### src/rtl/bola.sv
// bola: ball engine that tracks the paddle, moves on a fixed tick,
// bounces off the walls and the paddle, and reports hits and losses.
module bola #(
  parameter int SCREEN_W  = 640,
  parameter int SCREEN_H  = 480,
  parameter int BALL_SIZE = 8,
  parameter int SPEED     = 2,
  parameter int TICK_DIV  = 250000
) (
  input  logic       CLOCK_50,
  input  logic       reset,
  input  logic       pausa,
  input  logic       reiniciarJogo,
  input  logic       iniciarBola,
  input  logic [9:0] x_nave,
  input  logic [9:0] y_nave,
  input  logic [9:0] largura_nave,
  input  logic [9:0] altura_nave,
  output logic [9:0] x_bola,
  output logic [9:0] y_bola,
  output logic       bateu,
  output logic       perdeu
);
  localparam int CW = TICK_DIV > 1 ? $clog2(TICK_DIV) : 1;
  localparam logic [CW-1:0] LAST = CW'(TICK_DIV - 1);
  localparam logic [10:0] BS = 11'(BALL_SIZE);
  localparam logic [10:0] HB = 11'(BALL_SIZE / 2);
  localparam logic [10:0] SP = 11'(SPEED);
  localparam logic [10:0] SW = 11'(SCREEN_W);
  localparam logic [10:0] SH = 11'(SCREEN_H);
  localparam logic [10:0] XMAX = 11'(SCREEN_W - BALL_SIZE);

  typedef enum logic [1:0] {PARADA, MOVENDO, PERDIDA} state_t;

  state_t state;
  logic dx, dy;
  logic [CW-1:0] cnt;

  logic [10:0] xb, yb, xn, yn, ln, an, bot, win, tsum;
  logic [9:0] trk_x, trk_y, nx, ny;
  logic hit, lose, left_b, right_b, top_b, ndx, ndy;

  assign xb = {1'b0, x_bola};
  assign yb = {1'b0, y_bola};
  assign xn = {1'b0, x_nave};
  assign yn = {1'b0, y_nave};
  assign ln = {1'b0, largura_nave};
  assign an = {1'b0, altura_nave};
  assign bot = yb + BS;

  // paddle-centred rest position, kept on screen
  assign tsum = xn + (ln >> 1);
  assign trk_x = tsum < HB ? '0 : (tsum - HB > XMAX) ? 10'(XMAX) : 10'(tsum - HB);
  assign trk_y = yn < BS ? '0 : 10'(yn - BS);

  // at speeds above 1px the ball can step past the paddle top, so accept any overlap with the paddle body
  assign win = yn + ((SPEED > 1 && an != '0) ? an - 11'd1 : 11'd0);
  assign hit = dy && bot <= win && bot + SP >= yn && xb + BS > xn && xb < xn + ln;
  assign lose = !hit && dy && bot + SP >= SH;

  assign left_b = !dx && xb < SP;
  assign right_b = dx && xb + BS + SP > SW;
  assign top_b = !dy && yb < SP;
  assign nx = left_b ? '0 : right_b ? 10'(XMAX) : dx ? 10'(xb + SP) : 10'(xb - SP);
  assign ny = hit ? trk_y : top_b ? '0 : dy ? 10'(yb + SP) : 10'(yb - SP);
  assign ndx = hit ? (xb + HB >= xn + (ln >> 1)) : left_b ? 1'b1 : right_b ? 1'b0 : dx;
  assign ndy = hit ? 1'b0 : top_b ? 1'b1 : dy;

  always_ff @(posedge CLOCK_50 or negedge reset) begin
    if (!reset) begin
      state <= PARADA;
      x_bola <= '0;
      y_bola <= '0;
      bateu <= 1'b0;
      perdeu <= 1'b0;
      dx <= 1'b1;
      dy <= 1'b0;
      cnt <= '0;
    end else if (reiniciarJogo) begin
      state <= PARADA;
      x_bola <= '0;
      y_bola <= '0;
      bateu <= 1'b0;
      perdeu <= 1'b0;
      dx <= 1'b1;
      dy <= 1'b0;
      cnt <= '0;
    end else begin
      bateu <= 1'b0;
      perdeu <= 1'b0;
      if (!pausa) begin
        case (state)
          PARADA: begin
            x_bola <= trk_x;
            y_bola <= trk_y;
            if (iniciarBola) begin
              state <= MOVENDO;
              dx <= 1'b1;
              dy <= 1'b0;
              cnt <= '0;
            end
          end
          MOVENDO: begin
            if (cnt == LAST) begin
              cnt <= '0;
              if (lose) begin
                state <= PERDIDA;
                perdeu <= 1'b1;
              end else begin
                x_bola <= nx;
                y_bola <= ny;
                dx <= ndx;
                dy <= ndy;
                bateu <= hit;
              end
            end else begin
              cnt <= cnt + CW'(1);
            end
          end
          default: state <= PARADA;
        endcase
      end
    end
  end
endmodule

### config.mk
export PLATFORM = sky130hd
export DESIGN_NAME = bola
export DESIGN_NICKNAME = d
export VERILOG_FILES = /design/src/rtl/bola.sv
export SDC_FILE = /design/constraint.sdc
export NUM_CORES = 1
export LEC_CHECK = 0
export ABC_AREA = 0
export CAP_MARGIN = 0
export CORE_UTILIZATION = 54
export DETAILED_ROUTE_END_ITERATION = 10
export PLACE_DENSITY = 0.85
export SLEW_MARGIN = 30
export SYNTH_ARGS = -nofsm -noshare
export SYNTH_HDL_FRONTEND = slang
export SYNTH_SLANG_ARGS = --single-unit
### constraint.sdc
create_clock -name CLOCK_50 -period 9.2 [get_ports CLOCK_50]
set_input_delay 0.92 -clock CLOCK_50 [delete_from_list [all_inputs] [get_ports CLOCK_50]]
set_output_delay 0.92 -clock CLOCK_50 [all_outputs]
set_load 0.05 [all_outputs]
; ---- Yosys cells after proc, flatten, opt, wreduce, memory -nomap -nowiden
; Cells that the tools add are included.
[op_classes]
multipliers = 0
reduce_logical = 20
muxes = 58
bitwise_logic = 0
shift = 0
add_sub_neg = 16
eq_ne = 9
div_mod_pow = 0
n_lt_le_gt_ge = 12
[ops]
columns = op, count
row1 = $mux W10, 17
row2 = $mux W18, 4
row3 = $pmux W10 S2, 2
row4 = $pmux W18 S2, 1
row5 = $mux W1, 25
row6 = $add A10 B4 Y11 const B, 2
row7 = $add A11 B2 Y11 const B, 2
row8 = $gt A11 B10 Y1 const B, 2
row9 = $add A10 B2 Y10 const B, 2
row10 = $lt A10 B2 Y1 const B, 2
row11 = $sub A10 B2 Y10 const B, 2
row12 = $add A18 B1 Y18 const B, 1
row13 = $eq A18 B18 Y1 const B, 1
row14 = $ne A3 B3 Y1 const B, 4
row15 = $reduce_and A6 Y1, 2
row16 = $add A10 B10 Y11, 1
row17 = $add A10 B11 Y11, 1
row18 = $add A10 B3 Y11 const B, 1
row19 = $add A10 B9 Y11, 1
row20 = $ge A11 B10 Y1, 1
row21 = $ge A11 B11 Y1, 1
row22 = $ge A11 B9 Y1 const B, 1
row23 = $gt A11 B10 Y1, 1
row24 = $le A11 B11 Y1, 1
row25 = other kinds (21), 37
[totals]
output_inout_bits = 22
inputBits = 45
n_memories = 0
register_bits = 44
ram_bits = 0
rom_bits = 0
latch_bits = 0

; ---- Logic depth before layout (Yosys ltp)
[depth]
ltp_word = 16
ltp_mapped = 30
mapped_depth_nobuf = 28

; ---- Least setup slack after synthesis
; No wires, ideal clock.
[synth_path]
kind = input-to-reg
from = in altura_nave[2]
to = reg y_bola[7]
path_stages = 27
t_arrival_ps = 5599
setup_time_ps = 121
slack_ps = 3480
path_buffers = 2
required_ps = 9079
path_cell_list = nor4_1 -> and3_1 -> clkbuf_1 -> or2_2 -> inv_1 -> ha_1 -> a21o_1 -> a21oi_1 -> o21ai_0 -> a21oi_1 -> nand2b_1 -> a21oi_1 -> o21ai_0 -> nand2b_1 -> a21oi_1 -> xor2_1 -> ha_1 -> o21ai_0 -> nor2_1 -> nor3b_1 -> o211ai_1 -> a21oi_2 -> a31oi_4 -> o41ai_4 -> buf_4 -> o21ai_0 -> a22o_1
[synth_via]
elab_chain_cells = 14
[synth_rtl]
columns = element, line_no
row1 = start: declaration, 18  ; input logic [9:0] altura_nave,
row2 = $sub A10 B1 Y11 or $reduce_bool A11 Y1 (tied branches), 57  ; assign win = yn + ((SPEED > 1 && an != '0) ? an - 11'd1 : 11'd0);
row3 = $mux W11 (*), 57
row4 = $add A10 B11 Y11 (*), 57
row5 = $le A11 B11 Y1 (*), 58  ; assign hit = dy && bot <= win && bot + SP >= yn && xb + BS > xn && xb < xn + ln;
row6 = $logic_and A1 B1 Y1 (*) (4 in series), 58
row7 = $mux W10, 65  ; assign ny = hit ? trk_y : top_b ? '0 : dy ? 10'(yb + SP) : 10'(yb - SP);
row8 = $mux W10, 106  ; if (lose) begin
row9 = $mux W10, 104  ; if (cnt == LAST) begin
row10 = $pmux W10 S2, 92  ; case (state)
row11 = $mux W10, 91  ; if (!pausa) begin
row12 = $mux W10, 79  ; end else if (reiniciarJogo) begin
row13 = end signal: assignment, 95  ; y_bola <= trk_y;
row14 = end signal: assignment, 111  ; y_bola <= ny;
row15 = end: declaration, 20  ; output logic [9:0] y_bola,
; Every way passes the cells marked *; elsewhere a longest branch is shown, timed or not. The select of a mux whose other input is x is not followed.
; A chain may end at the register's enable or synchronous reset.

; ---- Worst setup path after layout
[layout_path]
from = in altura_nave[2]
to = reg x_bola[8]
[layout_via]
elab_chain_cells = 13
[layout_rtl]
columns = element, line_no
row1 = $sub A10 B1 Y11 or $reduce_bool A11 Y1 (tied branches), 57
row2 = $mux W11 (*), 57
row3 = $add A10 B11 Y11 (*), 57
row4 = $le A11 B11 Y1 (*), 58
row5 = $logic_and A1 B1 Y1 (*) (4 in series), 58
row6 = $logic_not A1 Y1 (*), 59  ; assign lose = !hit && dy && bot + SP >= SH;
row7 = $logic_and A1 B1 Y1 (*) (2 in series), 59
row8 = $ne A3 B3 Y1 (no line) (*), -
row9 = $reduce_and A4 Y1 (no line) (*), -
row10 = end signal: assignment, 94  ; x_bola <= trk_x;
row11 = end signal: assignment, 110  ; x_bola <= nx;
row12 = end: declaration, 19  ; output logic [9:0] x_bola,
; Every way passes the cells marked *; elsewhere a longest branch is shown, timed or not.

==> metrics.txt <==
status completed; post-route antenna net violation count 0; Synth warnings 0; Post-synth EDFFs 0; Levels on crit path 28; flip-flop and latch count after synthesis 44; Mapped Nets 1006; layout cells sized above 1 4.64%; Arr. time, crit path 7.12 ns; ANT cells 0; P_leak 3.35 nW; PnR worst setup slack 2.28 ns; min Tclk post-route 6.92 ns; Top Family by Delay on Critical Path compound AO/OA/AOI/OAI gates; Fin. Hold Viols 0; largest net degree at the start of global routing 45; Yosys cell types 75; RSZ-0062 raised after global routing no; Total Wirelength 17400 µm; CP Launch Type input pin; grt total ovfl 0; PwrDens 188 mW/mm²; GRT Resource Usage Total 27.8%; die area 0.0127 mm²; chip height 113 µm; Seq/Total Area, Yosys 16.7%; Setup Skew 0.00608 ns; clock root buffer clkbuf_16; Slew Viols, Final 0; ys flop type dfrtp_1; critical path class in -> reg; Num Clock Sinks 44; Final Setup Violations 0; Chip Width 113 µm; Ports 67; Synth-to-Final Area Change 13.7%; Setup WS pre-CTS 2.05 ns; htree depth 2; Achievable Freq 144 MHz; starting utilization of the core area 55.2%; Critical Path End Type register; crit path from altura_nave[2]; IO buf count 66; Worst Hold Depth 1; initial DRC count 612; worst vdd ir 0.0975 mV; drt first pass iters 7; most used cell, CP o21ai_0; global-route wire length before repair 29100 µm; clk_lat worst skew 0.29 ns; Hold Buf Count CTS 0; Data required, critical path 9.40 ns; Cell Area, Synth 0.00660 mm²; routed vias/inst 6.27; slew margin rel. 52.4%; clk slew on worst S/H paths 0.06 ns; worst min path class reg -> reg; nets 1053; Mapped Cells 858; standard-cell rows 40; commonest non-fill, non-tap cell in the layout ha_1; crit path max fanout 14; TritonCTS Buffers 5; post-CTS setup buffer count 0; wire per inst 16.5 µm; WP buf/inv 3; ys async rst share 100%; most frequent cells in the layout ha_1 (100), o21ai_0 (70), nand2_1 (69); initial antenna violation count 0; CTS tree done; CP max stage cell o41ai_4; Max stage delay on crit path 0.68 ns; Mean Syn Cell Area 7.70 µm²; Max-cap violations 0; post_cts resized 0; fillers 1053; via count 6607; Least-Margin Pin Slew 0.712 ns; worst reg-to-reg path cell count 16; DRC Markers 0; core area 0.0120 mm²; post-DP HPWL 13700 µm; TNS Setup 0 ns; vias in the first global route 6170; min-delay src cnt[3]; Max Root-Sink Buffers 2; RR Startpoint x_bola[4]; GP Congestion 0.941; fin crit share 75.3%
## through the flow
| step | total power [mW] | instance area (µm²) | hold slack (ns) | util (%) | std cells |
|---|---|---|---|---|---|
| 5_1_grt | 1.53 | 7510 | 0.553 | 62.8 | 1053 |
| 3_3_place_gp | 1.18 | 7340 | 0.499 | 61.3 | 1045 |
| 2_1_floorplan | 0.954 | 6600 | 0.472 | - | 858 |
| 6_report | 1.41 | 7510 | 0.517 | 62.8 | 1053 |
| 3_5_place_dp | 1.20 | 7340 | 0.507 | 61.3 | 1045 |
| 4_1_cts | 1.40 | 7500 | 0.520 | 62.7 | 1053 |
## path summary, 6_finish.rpt
| path | endpoint | slack, ns |
|---|---|---|
| setup / recovery | x_bola[8] | 2.28 |
| hold / removal | cnt[3] | 0.52 |
| setup reg to reg | x_bola[8] | 4.24 |
| hold reg to reg | cnt[3] | 0.52 |
| max in group asynchronous | cnt[6] | 8.19 |
| min in group asynchronous | cnt[0] | 0.62 |
## Yosys cell counts (4+ instances only)
cell type  count  area share [%]
buf_2          7            0.53
a21oi_1       55             4.2
o31ai_1        5            0.57
a31oi_1        7            0.66
nand3b_1       7            0.80
ha_1         100              19
nor3_1        25             1.9
o21ai_0       70             5.3
nand2_1       69             3.9
nand3_1       37             2.8
xnor2_1       29             3.8
a211oi_1      10             1.1
o21a_1         9             1.0
inv_1         55             3.1
clkbuf_1      19             1.1
a31o_2         4            0.53
or2_2          8            0.76
nor4_1         6            0.57
a21o_1        11             1.3
a22o_1         4            0.53
nor2_1        67             3.8
xor2_1        40             5.3
o21bai_1       5            0.57
o22ai_1        9            0.85
or3_1         12             1.1
o211ai_1       7            0.80
nand2b_1      20             1.9
dfrtp_1       43              16
nor2b_1       10            0.95
nand4_1       18             1.7
or4_1          4            0.45
and3_1        17             1.6
nand4b_1       4            0.53
o221ai_1       4            0.53
## logic make-up (layout without fill, tap and decap cells)
| group | after synthesis | after routing | synth area share, % |
|---|---|---|---|
| adders and majority gates | 103 | 103 | 19.9 |
| xor gates and xnor gates | 72 | 72 | 9.89 |
| muxes | 5 | 5 | 0.815 |
| DFF | 44 | 44 | 16.7 |
| and+or+nand+nor | 317 | 317 | 24.6 |
| AOI/OAI and AO/OA | 234 | 234 | 23.2 |
| buffers and inverters | 83 | 131 | 4.96 |
## worst reg2reg max path, delay by kind of cell (launching register included)
family                   cells  cell delay (ns)
flip-flops                   1             0.68
adder cells (fa/ha/maj)      2             0.82
AO/OA/AOI/OAI                5             1.55
multiplexers                 1             0.18
XOR/XNOR                     1             0.26
buffers and inverters        2             0.41
AND/OR/NAND/NOR              5             0.97
## layout make-up
cell class	count	area [µm²]	area share (%)
Inverter	55	206	2.75
Multi-Input combinational cell	731	5170	68.9
Timing Repair Buffer	68	673	8.97
Clock inverter	3	42.5	0.567
Sequential cell	44	1100	14.7
Clock buffer	5	125	1.67
Tap cell	147	184	2.45
## sequential cells by signal (all words and copies together) (netlist names)
| signal | cells |
|---|---|
| bateu | 1 |
| cnt | 18 |
| dx | 1 |
| dy | 1 |
| perdeu | 1 |
| state | 2 |
| x_bola | 10 |
| y_bola | 10 |
## layer usage
layer	vias to the layer above	part of all wire, %	global-route usage (%)
li1	3229	-	-
met1	3107	46	38.4
met2	247	46	46.0
met3	24	6.4	3.02
met4	0	1.3	7.02
met5	-	0	0
## where the power goes
group          internal (mW)  switching [mW]  total, mW
Clock                  0.128          0.0748      0.202
Combinational          0.360           0.510      0.870
Sequential             0.223           0.118      0.342
Total                  0.711           0.703       1.41
Power figures use the tool's default switching activity.
